<file path="src/rtl/scic_io_port.sv">
// scic_io_port: memory-mapped switch/LED responder for the SCIC I/O bus.
// Define SCIC_IO_IRQ_EN to build the writable irq_enable bit and the registered irq output.
module scic_io_port #(
   parameter logic [15:0] IO_BASE         = 16'hFFF0,
   parameter int          DEBOUNCE_CYCLES = 4
) (
   input  logic        clock,
   input  logic        reset,
   input  logic [15:0] addr,
   input  logic [31:0] wdata,
   input  logic        rd_en,
   input  logic        wr_en,
   output logic [31:0] rdata,
   output logic        ready,
   input  logic [3:0]  switches,
   output logic [3:0]  LEDs,
   output logic        irq
);
   localparam logic [7:0] CNT_MAX = 8'(DEBOUNCE_CYCLES - 1);
   logic [3:0] s1, sync, stable;
   logic [7:0] cnt;
   logic [1:0] off;
   logic [31:0] rd_val;
   logic changed, hit, rd_hit, wr_hit, deb_done, irq_en, unused;
   assign off      = addr[1:0];
   assign hit      = (addr[15:2] == IO_BASE[15:2]) && (rd_en || wr_en);
   assign wr_hit   = hit && wr_en;
   assign rd_hit   = hit && !wr_en;
   assign deb_done = (sync != stable) && (cnt == CNT_MAX);
   assign unused   = ^wdata[31:4];
   always_comb begin
      rd_val = off == 2'd0 ? {28'b0, stable} :
               off == 2'd1 ? {30'b0, irq_en, changed} :
               off == 2'd2 ? {28'b0, LEDs} : 32'b0;
   end
   always_ff @(posedge clock) begin
      if (reset) begin
         ready <= 1'b0;
         rdata <= 32'b0;
         LEDs  <= 4'b0;
      end else begin
         ready <= hit;
         rdata <= rd_hit ? rd_val : 32'b0;
         if (wr_hit && off == 2'd2) LEDs <= wdata[3:0];
         if (wr_hit && off == 2'd3) LEDs <= LEDs ^ wdata[3:0];
      end
   end
   // A debounce update on the same edge as an SW_DATA read keeps the flag set.
   always_ff @(posedge clock) begin
      if (reset) begin
         s1      <= 4'b0;
         sync    <= 4'b0;
         stable  <= 4'b0;
         cnt     <= 8'b0;
         changed <= 1'b0;
      end else begin
         s1   <= switches;
         sync <= s1;
         cnt  <= (sync == stable || deb_done) ? 8'b0 : cnt + 8'd1;
         if (deb_done) stable <= sync;
         if (deb_done) changed <= 1'b1;
         else if (rd_hit && off == 2'd0) changed <= 1'b0;
      end
   end
`ifdef SCIC_IO_IRQ_EN
   always_ff @(posedge clock) begin
      if (reset) begin
         irq_en <= 1'b0;
         irq    <= 1'b0;
      end else begin
         if (wr_hit && off == 2'd1) irq_en <= wdata[1];
         irq <= changed && irq_en;
      end
   end
`else
   assign irq_en = 1'b0;
   assign irq    = 1'b0;
`endif
endmodule

</file>
<file path="config.mk">
export PLATFORM = sky130hd
export DESIGN_NAME = scic_io_port
export DESIGN_NICKNAME = d
export VERILOG_FILES = /design/src/rtl/scic_io_port.sv
export SDC_FILE = /design/constraint.sdc
export NUM_CORES = 1
export LEC_CHECK = 0
export ABC_AREA = 1
export BUFFER_PORTS_ARGS = -buffer_cell sky130_fd_sc_hd__buf_4
export CORE_MARGIN = 2
export CORE_UTILIZATION = 30
export DETAILED_ROUTE_END_ITERATION = 10
export GPL_ROUTABILITY_DRIVEN = 0
export MAX_ROUTING_LAYER = met4
export PLACE_DENSITY = 0.71
export SLEW_MARGIN = 20
export SYNTH_ARGS = -nofsm -noshare
export SYNTH_HDL_FRONTEND = slang
export SYNTH_SLANG_ARGS = --single-unit
</file>
<file path="constraint.sdc">
create_clock -name clock -period 1.35 [get_ports clock]
set_clock_uncertainty 0.15 [all_clocks]
set_input_delay 0 -clock clock [delete_from_list [all_inputs] [get_ports clock]]
set_output_delay 0 -clock clock [all_outputs]
set_load 0.03 [all_outputs]
</file>
==> results of run 1 <==
==> final cells by class <==
type | count | area (um2) | share of cell area
multi-input combinational | 156 | 820 | 0.374
sequential | 30 | 617 | 0.282
timing repair buffer | 62 | 514 | 0.235
tap | 67 | 83.8 | 0.0383
inverter | 20 | 77.6 | 0.0354
clock buffer | 7 | 76.3 | 0.0349
==> stage by stage <==
step / cells / instance area (um2) / TNS (ps)
CTS: 340 / 2070 / 0
global placement: 314 / 1790 / -54.9
finish: 342 / 2190 / -6.50
global route: 342 / 2190 / -160
floorplan: 236 / 1620 / 0
detailed placement: 314 / 1790 / -413
==> power by group through the flow <==
| stage | Sequential (mW) | Clock (mW) | Combinational, mW |
|---|---|---|---|
| floorplan | 0.927 | 0 | 0.227 |
| global placement | 0.928 | 0 | 0.241 |
| detailed placement | 0.929 | 0 | 0.245 |
| CTS | 0.910 | 0.666 | 0.287 |
| global route | 0.915 | 0.699 | 0.326 |
| finish | 0.914 | 0.652 | 0.298 |
==> cells by family after synthesis <==
kind of cell,synth area share
buf+inv,0.196
fa+ha+maj,0.00825
compound gates,0.0380
xor+xnor,0.0462
flops,0.396
simple gates,0.314
other cells,0.00247
==> flip-flops by register name (all words and copies together), names as in the netlist <==
name	flops
LEDs	4
rdata	4
changed	1
stable	4
ready	1
cnt	8
sync	4
s1	4
==> worst max-delay path: cells and delay by family, from the launching register on <==
family	cells	cell delay, ps
simple gates	4	370
flops	1	360
compound gates	1	220
fa+ha+maj	1	150
==> cells in the final DEF (no fill, tap or decap) <==
cell / n
buf_4: 43
nand2_1: 40
nor2_1: 34
conb_1: 29
dfxtp_1: 19
dlygate4sd3_1: 18
inv_1: 16
nor2_2: 11
dfxtp_2: 10
nand4_1: 6
nand2_2: 5
clkbuf_8: 5
nand3_1: 4
xnor2_2: 3
inv_2: 3
nor3_2: 3
xor2_1: 3
a21oi_2: 3
xnor2_1: 2
o21ai_1: 2
nand3_2: 2
a21oi_1: 2
nor2_4: 2
clkbuf_1: 2
inv_4: 1
o21ai_0: 1
nor3b_2: 1
a31oi_2: 1
o21ai_2: 1
ha_4: 1
buf_6: 1
dfxtp_4: 1
==> routing by layer <==
layer / vias to the layer above / track usage / wire length (um)
li1: 721 / - / -
met1: 594 / 0.134 / 1340
met2: 41 / 0.215 / 1760
met3: 6 / 0.0321 / 185
met4: 0 / 0.0476 / 48
met5: - / - / 0
==> what timing repair did <==
action / 4_1_cts / 5_1_grt
hold endpoints to repair: 18 / 0
hold buffers: 19 / 0
endpoints found under the setup margin: 12 / 20
setup buffers: 0 / 3
pin swaps: 0 / 14
gates resized for setup: 8 / 35
==> worst max-delay path by stage <==
stage                     slack, ps    from   endpoint  depth (start not counted)
after global routing            -40  cnt[1]     cnt[7]                          6
final                            -7  cnt[0]  stable[0]                          6
after floorplan                  40  cnt[2]     cnt[7]                          6
after global placement          -50  cnt[2]     cnt[7]                          6
after detailed placement        -50  cnt[0]  stable[1]                          6
after CTS                         2  cnt[0]  stable[3]                          6
==> metrics, run 1 <==
half-perimeter wire length after detailed placement 2300 um; starting utilization of the core area 0.317; max-cap check violation count 0; # IOs 94; drt wl/cell 9.75 um; series of cell instances along the critical path ha_4 -> nand2_1 -> nor2_2 -> nand2_2 -> o21ai_0 -> nor2_1; worst min path class in2reg; startpoint of the most critical register-to-register path cnt[0]; first-pass detailed-route iteration total 4; fraction of final layout cells sized beyond drive strength 1 0.353; number of diodes added for antenna fixing 0; top cell type's share of synthesized area 0.396; Clock Path Buffers 2; outcome finished, violations left; GRT Residual Overflow 0; total wire length after detailed routing 3340 um; power share of the sequential group 0.490; final period utilization 1.00; residual DRC count 0; core area between 4000 and 5000 um2; count of filler cells inserted in the layout approximately 460; Max Clk Rate 0.737 GHz; synthesis-stage register bit count 30; worst setup path class reg2reg; violations in the final reports hold timing, setup timing; count of input and output buffers 36; switching share of power 0.266; Critical Path Fanout Max 6; post-synthesis instance total 208; count of endpoints failing hold in the final timing report 1; post-route antenna net violation count 0; worst setup slack for register-to-register paths -7 ps; endpoints failing setup 1; cell area power density 852 nW/um2; Post-Route Utilization 0.457; net switching component of the power 496 uW; arrival time at the worst endpoint 1370 ps; global-route wire length before repair 5280 um; minimum clock period after layout 1360 ps; portion of the post-synthesis area used by sequential elements 0.396; number of buffers created by CTS 5; H-tree depth 2; number of different library cells in the post-synthesis netlist 22; number of sinks on the clock net 30; most instantiated library cell after synthesis nand2_1; startpoint type of the worst setup path flip-flop; depth of the worst register-to-register path 6; routed via count divided by cell count 3.98; worst reg2reg endpoint stable[0]; internal cell power 1.37 mW; number of max-slew violations in the final report 0; hold slack final -29.0 ps; CP max stage cell dfxtp_2; floorplan die height approximately 75 um; initial detailed-routing violation count 27; largest net degree at the start of global routing 13; total power 1.86 mW; clock tree from TritonCTS built; average size of a mapped cell about 7.3 um2; final net count around 330; Post-synth top flop dfxtp_1; clock group share of total power 0.350; largest cells by area after synthesis dfxtp_1 40%, buf_4 14%, nand2_1 11%; post-synthesis instance area around 1500 um2; type of destination of the critical path flip-flop; initial antenna violation count 0; fraction of registers with async set/reset 0; via count of the first global-routing pass 1317; max incr delay on CP 360 ps; Worst Hold Launch addr[6]; Min-Delay Path Depth 5; required time worst endpoint 1360 ps; unrepaired setup endpoints after global routing true; die boundary width 75.1 um; list of most frequent post-synthesis cells 43 x nand2_1, 39 x nor2_1, 30 x dfxtp_1; pre-CTS worst setup slack -53.2 ps; site row count 25; die footprint between 5000 and 6000 um2; VDD IR-drop max 0.774 mV; clock insertion delay at the later pin of the skew report 270 ps; Synth Warn # 0; CTS clock-pin slew for the worst setup and hold paths 60 ps; total number of vias 1362; Hold Path End ready; number of enable-type register cells in the synthesized netlist 0; synth-to-layout area growth 44.3%; setup slack after layout -6.50 ps; clock root buffer clkbuf_8; GRT Total Usage 0.124; total leakage power 0.954 nW; top cell type by total area after synthesis dfxtp_1; fraction of power consumed by combinational cells 0.160
Note: power is estimated with default switching activity, not from simulation.
==> inputs of run 2 (changes only) <==
ABC_AREA = default   (was 1)
CORE_UTILIZATION = 39   (was 30)
PLACE_DENSITY = 0.85   (was 0.71)
==> run 2 against run 1 <==
Net effect: largest cell class unchanged; highest routed layer unchanged; register-to-register slack worse by 180 ps; synthesized cell count is 16% lower; fmax fell by 12%; critical endpoint is now stable[1]; sequential cell count unchanged; the run ends with setup timing left.
==> metrics, run 2 <==
clock insertion delay at the later pin of the skew report 280 ps; startpoint of the most critical register-to-register path cnt[5]; worst setup slack for register-to-register paths -190 ps; residual DRC count 0; setup slack after layout -190 ps; Post-synth top flop dfxtp_1; post-route antenna net violation count 0; fraction of registers with async set/reset 0; clock tree from TritonCTS built; flip-flop count of the largest register after layout 8; Hold Path End rdata[3]; multi-input combinational cell area 920 um2; outcome finished, violations left; synth-to-layout area growth 45.1%; worst reg2reg endpoint stable[1]; internal cell power 1.44 mW; first-pass detailed-route iteration total 4; number of sinks on the clock net 30; startpoint type of the worst setup path flip-flop; drt wl/cell around 12 um; Reg area about 610 um2; count of input and output buffers 36; most instantiated library cell after synthesis dfxtp_1; GRT Residual Overflow 0; floorplan die height 68.0 um; type of destination of the critical path flip-flop; Synth Warn # 0; starting utilization of the core area 0.402; initial detailed-routing violation count 25; total wire length after detailed routing 3490 um; Critical Path Fanout Max 5; final period utilization 1.14; worst min path class in2reg; Biggest register cnt; largest cells by area after synthesis dfxtp_1 38%, buf_4 14%, nor2b_1 6.7%; final setup TNS -1520 ps; violations in the final reports setup timing; routed via count divided by cell count 4.59; average size of a mapped cell 9.12 um2; fraction of final layout cells sized beyond drive strength 1 0.372; total leakage power 1.00 nW; final net count slightly above 300; net switching component of the power 491 uW; number of max-slew violations in the final report 0; die footprint 4620 um2; hold slack final 47.4 ps; H-tree depth 2; required time worst endpoint 1390 ps; post-synthesis instance total 175; initial antenna violation count 0; minimum clock period after layout approximately 1500 ps; number of buffers created by CTS 5; die boundary width 68.0 um; clock group share of total power 0.356; count of endpoints failing hold in the final timing report 0; unrepaired setup endpoints after global routing true; total number of vias 1377; depth of the worst register-to-register path 4; leading cell type in the layout, fill and taps excluded buf_4; number of different library cells in the post-synthesis netlist 34; endpoints failing setup 13; via count of the first global-routing pass 1304; top cell type's share of synthesized area 0.376; global-route wire length before repair 5510 um; cell area power density between 800 and 900 nW/um2; core area 3970 um2; clock root buffer clkbuf_8; portion of the post-synthesis area used by sequential elements 0.376; commonest cells after routing, fill and taps aside 59 x buf_4, 29 x conb_1, 22 x dfxtp_1, 16 x dlygate4sd3_1, 15 x nor2b_1; # IOs 94; arrival time at the worst endpoint 1580 ps; count of filler cells inserted in the layout 335; top cell type by total area after synthesis dfxtp_1; GRT Total Usage 0.165; post-detailed-placement cell area 1970 um2; site row count 23; CTS clock-pin slew for the worst setup and hold paths 60 ps; fraction of power consumed by combinational cells 0.172; synthesis-stage register bit count 30; power share of the sequential group 0.472; Max Clk Rate 0.649 GHz; Worst Hold Launch addr[2]; max-cap check violation count 0; Post-Route Utilization 0.583; switching share of power 0.255; Min-Delay Path Depth 5; post-synthesis instance area 1600 um2; list of most frequent post-synthesis cells 30 x dfxtp_1, 29 x buf_4, 17 x nor2b_1; number of diodes added for antenna fixing 0; worst setup path class reg2reg; VDD IR-drop max 0.628 mV; number of enable-type register cells in the synthesized netlist 0; final design instance area without fill 2320 um2; largest net degree at the start of global routing 17; Clock Path Buffers 2; half-perimeter wire length after detailed placement around 2500 um
-- run 2: power groups by stage --
stage          Clock, mW  Sequential (mW)  Combinational [mW]
6_report           0.686            0.910               0.331
5_1_grt            0.734            0.912               0.360
4_1_cts            0.702            0.910               0.312
3_5_place_dp           0            0.929               0.265
3_3_place_gp           0            0.928               0.260
2_1_floorplan          0            0.928               0.249
-- run 2: stage by stage --
| step | cells | worst slack, ps | total power [mW] |
|---|---|---|---|
| 2_1_floorplan | 203 | -72.1 | 1.18 |
| 3_3_place_gp | 273 | -113 | 1.19 |
| 3_5_place_dp | 273 | -185 | 1.19 |
| 4_1_cts | 296 | -128 | 1.92 |
| 5_1_grt | 300 | -222 | 2.01 |
| 6_report | 300 | -190 | 1.93 |
-- run 2: how the worst max path moves through the flow --
stage	startpoint	end	cells after the start	slack, ps
6_report	cnt[5]	stable[1]	4	-190
5_1_grt	cnt[5]	stable[1]	4	-220
4_1_cts	cnt[5]	stable[1]	4	-130
3_5_place_dp	sync[2]	changed	5	-190
3_3_place_gp	sync[2]	changed	5	-110
2_1_floorplan	sync[2]	changed	5	-70
-- run 2: layer usage --
metal	routed length [um]	vias up	GRT usage
li1	-	694	-
met1	1430	640	0.166
met2	1850	37	0.291
met3	143	6	0.0493
met4	70	0	0.0800
met5	0	-	-
-- run 2: layout make-up --
type	count	share of cell area
multi-input cells	135	0.397
repair buffers	77	0.274
flip-flops and latches	30	0.263
clock buffers	6	0.0356
well taps	50	0.0270
inverters	2	0.00324
-- run 2: critical path: stages, from the launching register on --
cell	delay, ps
dfxtp_2	320
nor4_2	280
and3_1	220
nor2b_4	250
mux2i_1	240
-- run 2: cell families after synthesis --
| kind of cell | count (synthesis) | share of synthesized area |
|---|---|---|
| XOR/XNOR | 10 | 0.0549 |
| AND/OR/NAND/NOR | 76 | 0.293 |
| flip-flops | 30 | 0.376 |
| other | 1 | 0.00235 |
| multiplexers | 8 | 0.0502 |
| adder cells (fa/ha/maj) | 1 | 0.00784 |
| buffers and inverters | 38 | 0.159 |
| AO/OA/AOI/OAI | 11 | 0.0564 |
-- run 2: what timing repair did --
| item | in CTS | in global routing |
|---|---|---|
| buffers inserted | 2 | 4 |
| setup endpoints to repair | 13 | 19 |
| hold buffers | 16 | 0 |
| gates resized for setup | 9 | 9 |
| pin swaps | 5 | 0 |
| hold endpoints to repair | 19 | 0 |
==> inputs of run 3 (changes only) <==
==> constraint.sdc (replaced) <==
create_clock -name clock -period 1.35 [get_ports clock]
set_clock_uncertainty 0.15 [all_clocks]
set_input_delay 0.0675 -clock clock [delete_from_list [all_inputs] [get_ports clock]]
set_output_delay 0.0675 -clock clock [all_outputs]
set_load 0.03 [all_outputs]
==> run 3 against run 2 <==
Net effect: fmax grew 4.1%; worst setup slack gained 61 ps; clock power grew 8.6%; highest routed layer unchanged; total power grew 2.6%; sequential cell count is the same; sequential power is essentially flat; worst hold slack gained 44 ps; largest cell class unchanged; cell area shrank 0.43%; the run still ends with setup timing left.
==> metrics, run 3 (synthesis gave the netlist of run 2 again) <==
clock root buffer clkbuf_8; outcome finished, violations left; initial antenna violation count 0; count of input and output buffers 36; pre-CTS worst setup slack -166 ps; number of max-slew violations in the final report 0; final std cells w/o fill roughly 290; switching share of power 0.271; H-tree depth 2; number of buffers created by CTS 5; count of endpoints failing hold in the final timing report 0; Biggest register cnt; setup slack after layout -129 ps; minimum clock period after layout 1480 ps; largest net degree at the start of global routing 16; unrepaired setup endpoints after global routing true; endpoints failing setup 13; total wire length after detailed routing between 3000 and 4000 um; worst setup path class reg2reg; Max Clk Rate 0.676 GHz; clock insertion delay at the later pin of the skew report 280 ps; number of sinks on the clock net 30; initial detailed-routing violation count 58; via count of the first global-routing pass 1233; type of destination of the critical path flip-flop; synth-to-layout area growth 44.5%; drt wl/cell 12.9 um; first-pass detailed-route iteration total 5; leading cell type in the layout, fill and taps excluded buf_4; core area between 3000 and 4000 um2; die footprint ~4600 um2; critical path's top delay family simple AND/OR/NAND/NOR gates; post-route antenna net violation count 0; starting utilization of the core area 0.402; residual DRC count 0; arrival time at the worst endpoint between 1500 and 2000 ps; Buffers & Inverters on Critical Path 0; Reg area 616 um2; site row count 23; total leakage power approximately 0.96 nW; net switching component of the power 536 uW; global-route wire length before repair ~5300 um; fraction of final layout cells sized beyond drive strength 1 0.440; floorplan die height around 70 um; routed via count divided by cell count 4.64; half-perimeter wire length after detailed placement 2510 um; internal cell power about 1.4 mW; final net count around 300; power share of the sequential group 0.461; max-cap check violation count 0; Clock Path Buffers 2; GRT Residual Overflow 0; commonest cells after routing, fill and taps aside 56 x buf_4, 29 x conb_1, 18 x dfxtp_1, 16 x nor2b_1, 12 x dfxtp_2; count of filler cells inserted in the layout between 300 and 400; startpoint type of the worst setup path flip-flop; total number of vias 1359; max incr delay on CP 330 ps; CTS clock-pin slew for the worst setup and hold paths 60 ps; final period utilization 1.10; # IOs 94; Critical Path Fanout Max 5; series of cell instances along the critical path nor4_2 -> and3_1 -> nor2b_4 -> mux2i_1; clock group share of total power 0.377; die boundary width roughly 68 um; worst min path class in2reg; number of diodes added for antenna fixing 0; clock tree from TritonCTS built; VDD IR-drop max about 0.71 mV; violations in the final reports setup timing; required time worst endpoint 1400 ps; GRT Total Usage 0.162; fraction of power consumed by combinational cells 0.162; CP max stage cell dfxtp_2; multi-input combinational cell area slightly below 1000 um2; flip-flop count of the largest register after layout 8; Placed Cells 274; cell area power density 857 nW/um2
-- run 3: path summary, 6_finish.rpt --
path                              from        end  slack (ps)  depth (start not counted)
worst max register to register  cnt[7]  stable[0]        -130                          4
worst min register to register   s1[0]    sync[0]         290                          1
worst min-delay path             wr_en   rdata[3]          90                          4
worst max-delay path            cnt[7]  stable[0]        -130                          4
-- run 3: area by class of cell --
type / instances / share of cell area
clock buffers: 7 / 0.0374
clock inverters: 1 / 0.00217
inverters: 2 / 0.00325
multi-input cells: 135 / 0.428
flip-flops and latches: 30 / 0.267
well taps: 50 / 0.0271
repair buffers: 68 / 0.235
-- run 3: through the flow --
step | TNS [ps] | cell area, um2 | hold WS [ps] | power [mW] | utilization
floorplan | -254 | 1740 | 45.7 | 1.18 | -
global placement | -1540 | 1970 | 130 | 1.19 | 0.496
detailed placement | -2410 | 1970 | 133 | 1.20 | 0.496
CTS | -1190 | 2220 | 56.4 | 1.97 | 0.559
global route | -2560 | 2310 | 107 | 2.05 | 0.581
finish | -1450 | 2310 | 91.1 | 1.98 | 0.581
-- run 3: worst reg2reg max path: stages (launching register included) --
cell and delay, ps:
dfxtp_2 330, nor4_2 240, and3_1 200, nor2b_4 250, mux2i_1 230
-- run 3: repair_timing --
action | in CTS | in global routing
endpoints found under the hold margin | 13 | 0
pin swaps | 9 | 6
setup endpoints to repair | 13 | 19
hold buffers | 11 | 0
setup buffers | 2 | 0
gates resized for setup | 15 | 19
-- run 3: layer usage --
metal  global-route usage  wire, um  vias to the layer above
met1                0.172      1500                      633
met2                0.282      2040                       48
met3               0.0395       205                        6
li1                     -         -                      672
met4               0.0750        42                        0
met5                    -         0                        -
-- run 3: power by group through the flow --
stage | clock [mW] | combinational (mW) | sequential, mW
4_1_cts | 0.757 | 0.306 | 0.910
5_1_grt | 0.794 | 0.346 | 0.912
6_report | 0.745 | 0.320 | 0.911
3_5_place_dp | 0 | 0.269 | 0.929
3_3_place_gp | 0 | 0.263 | 0.928
2_1_floorplan | 0 | 0.249 | 0.928
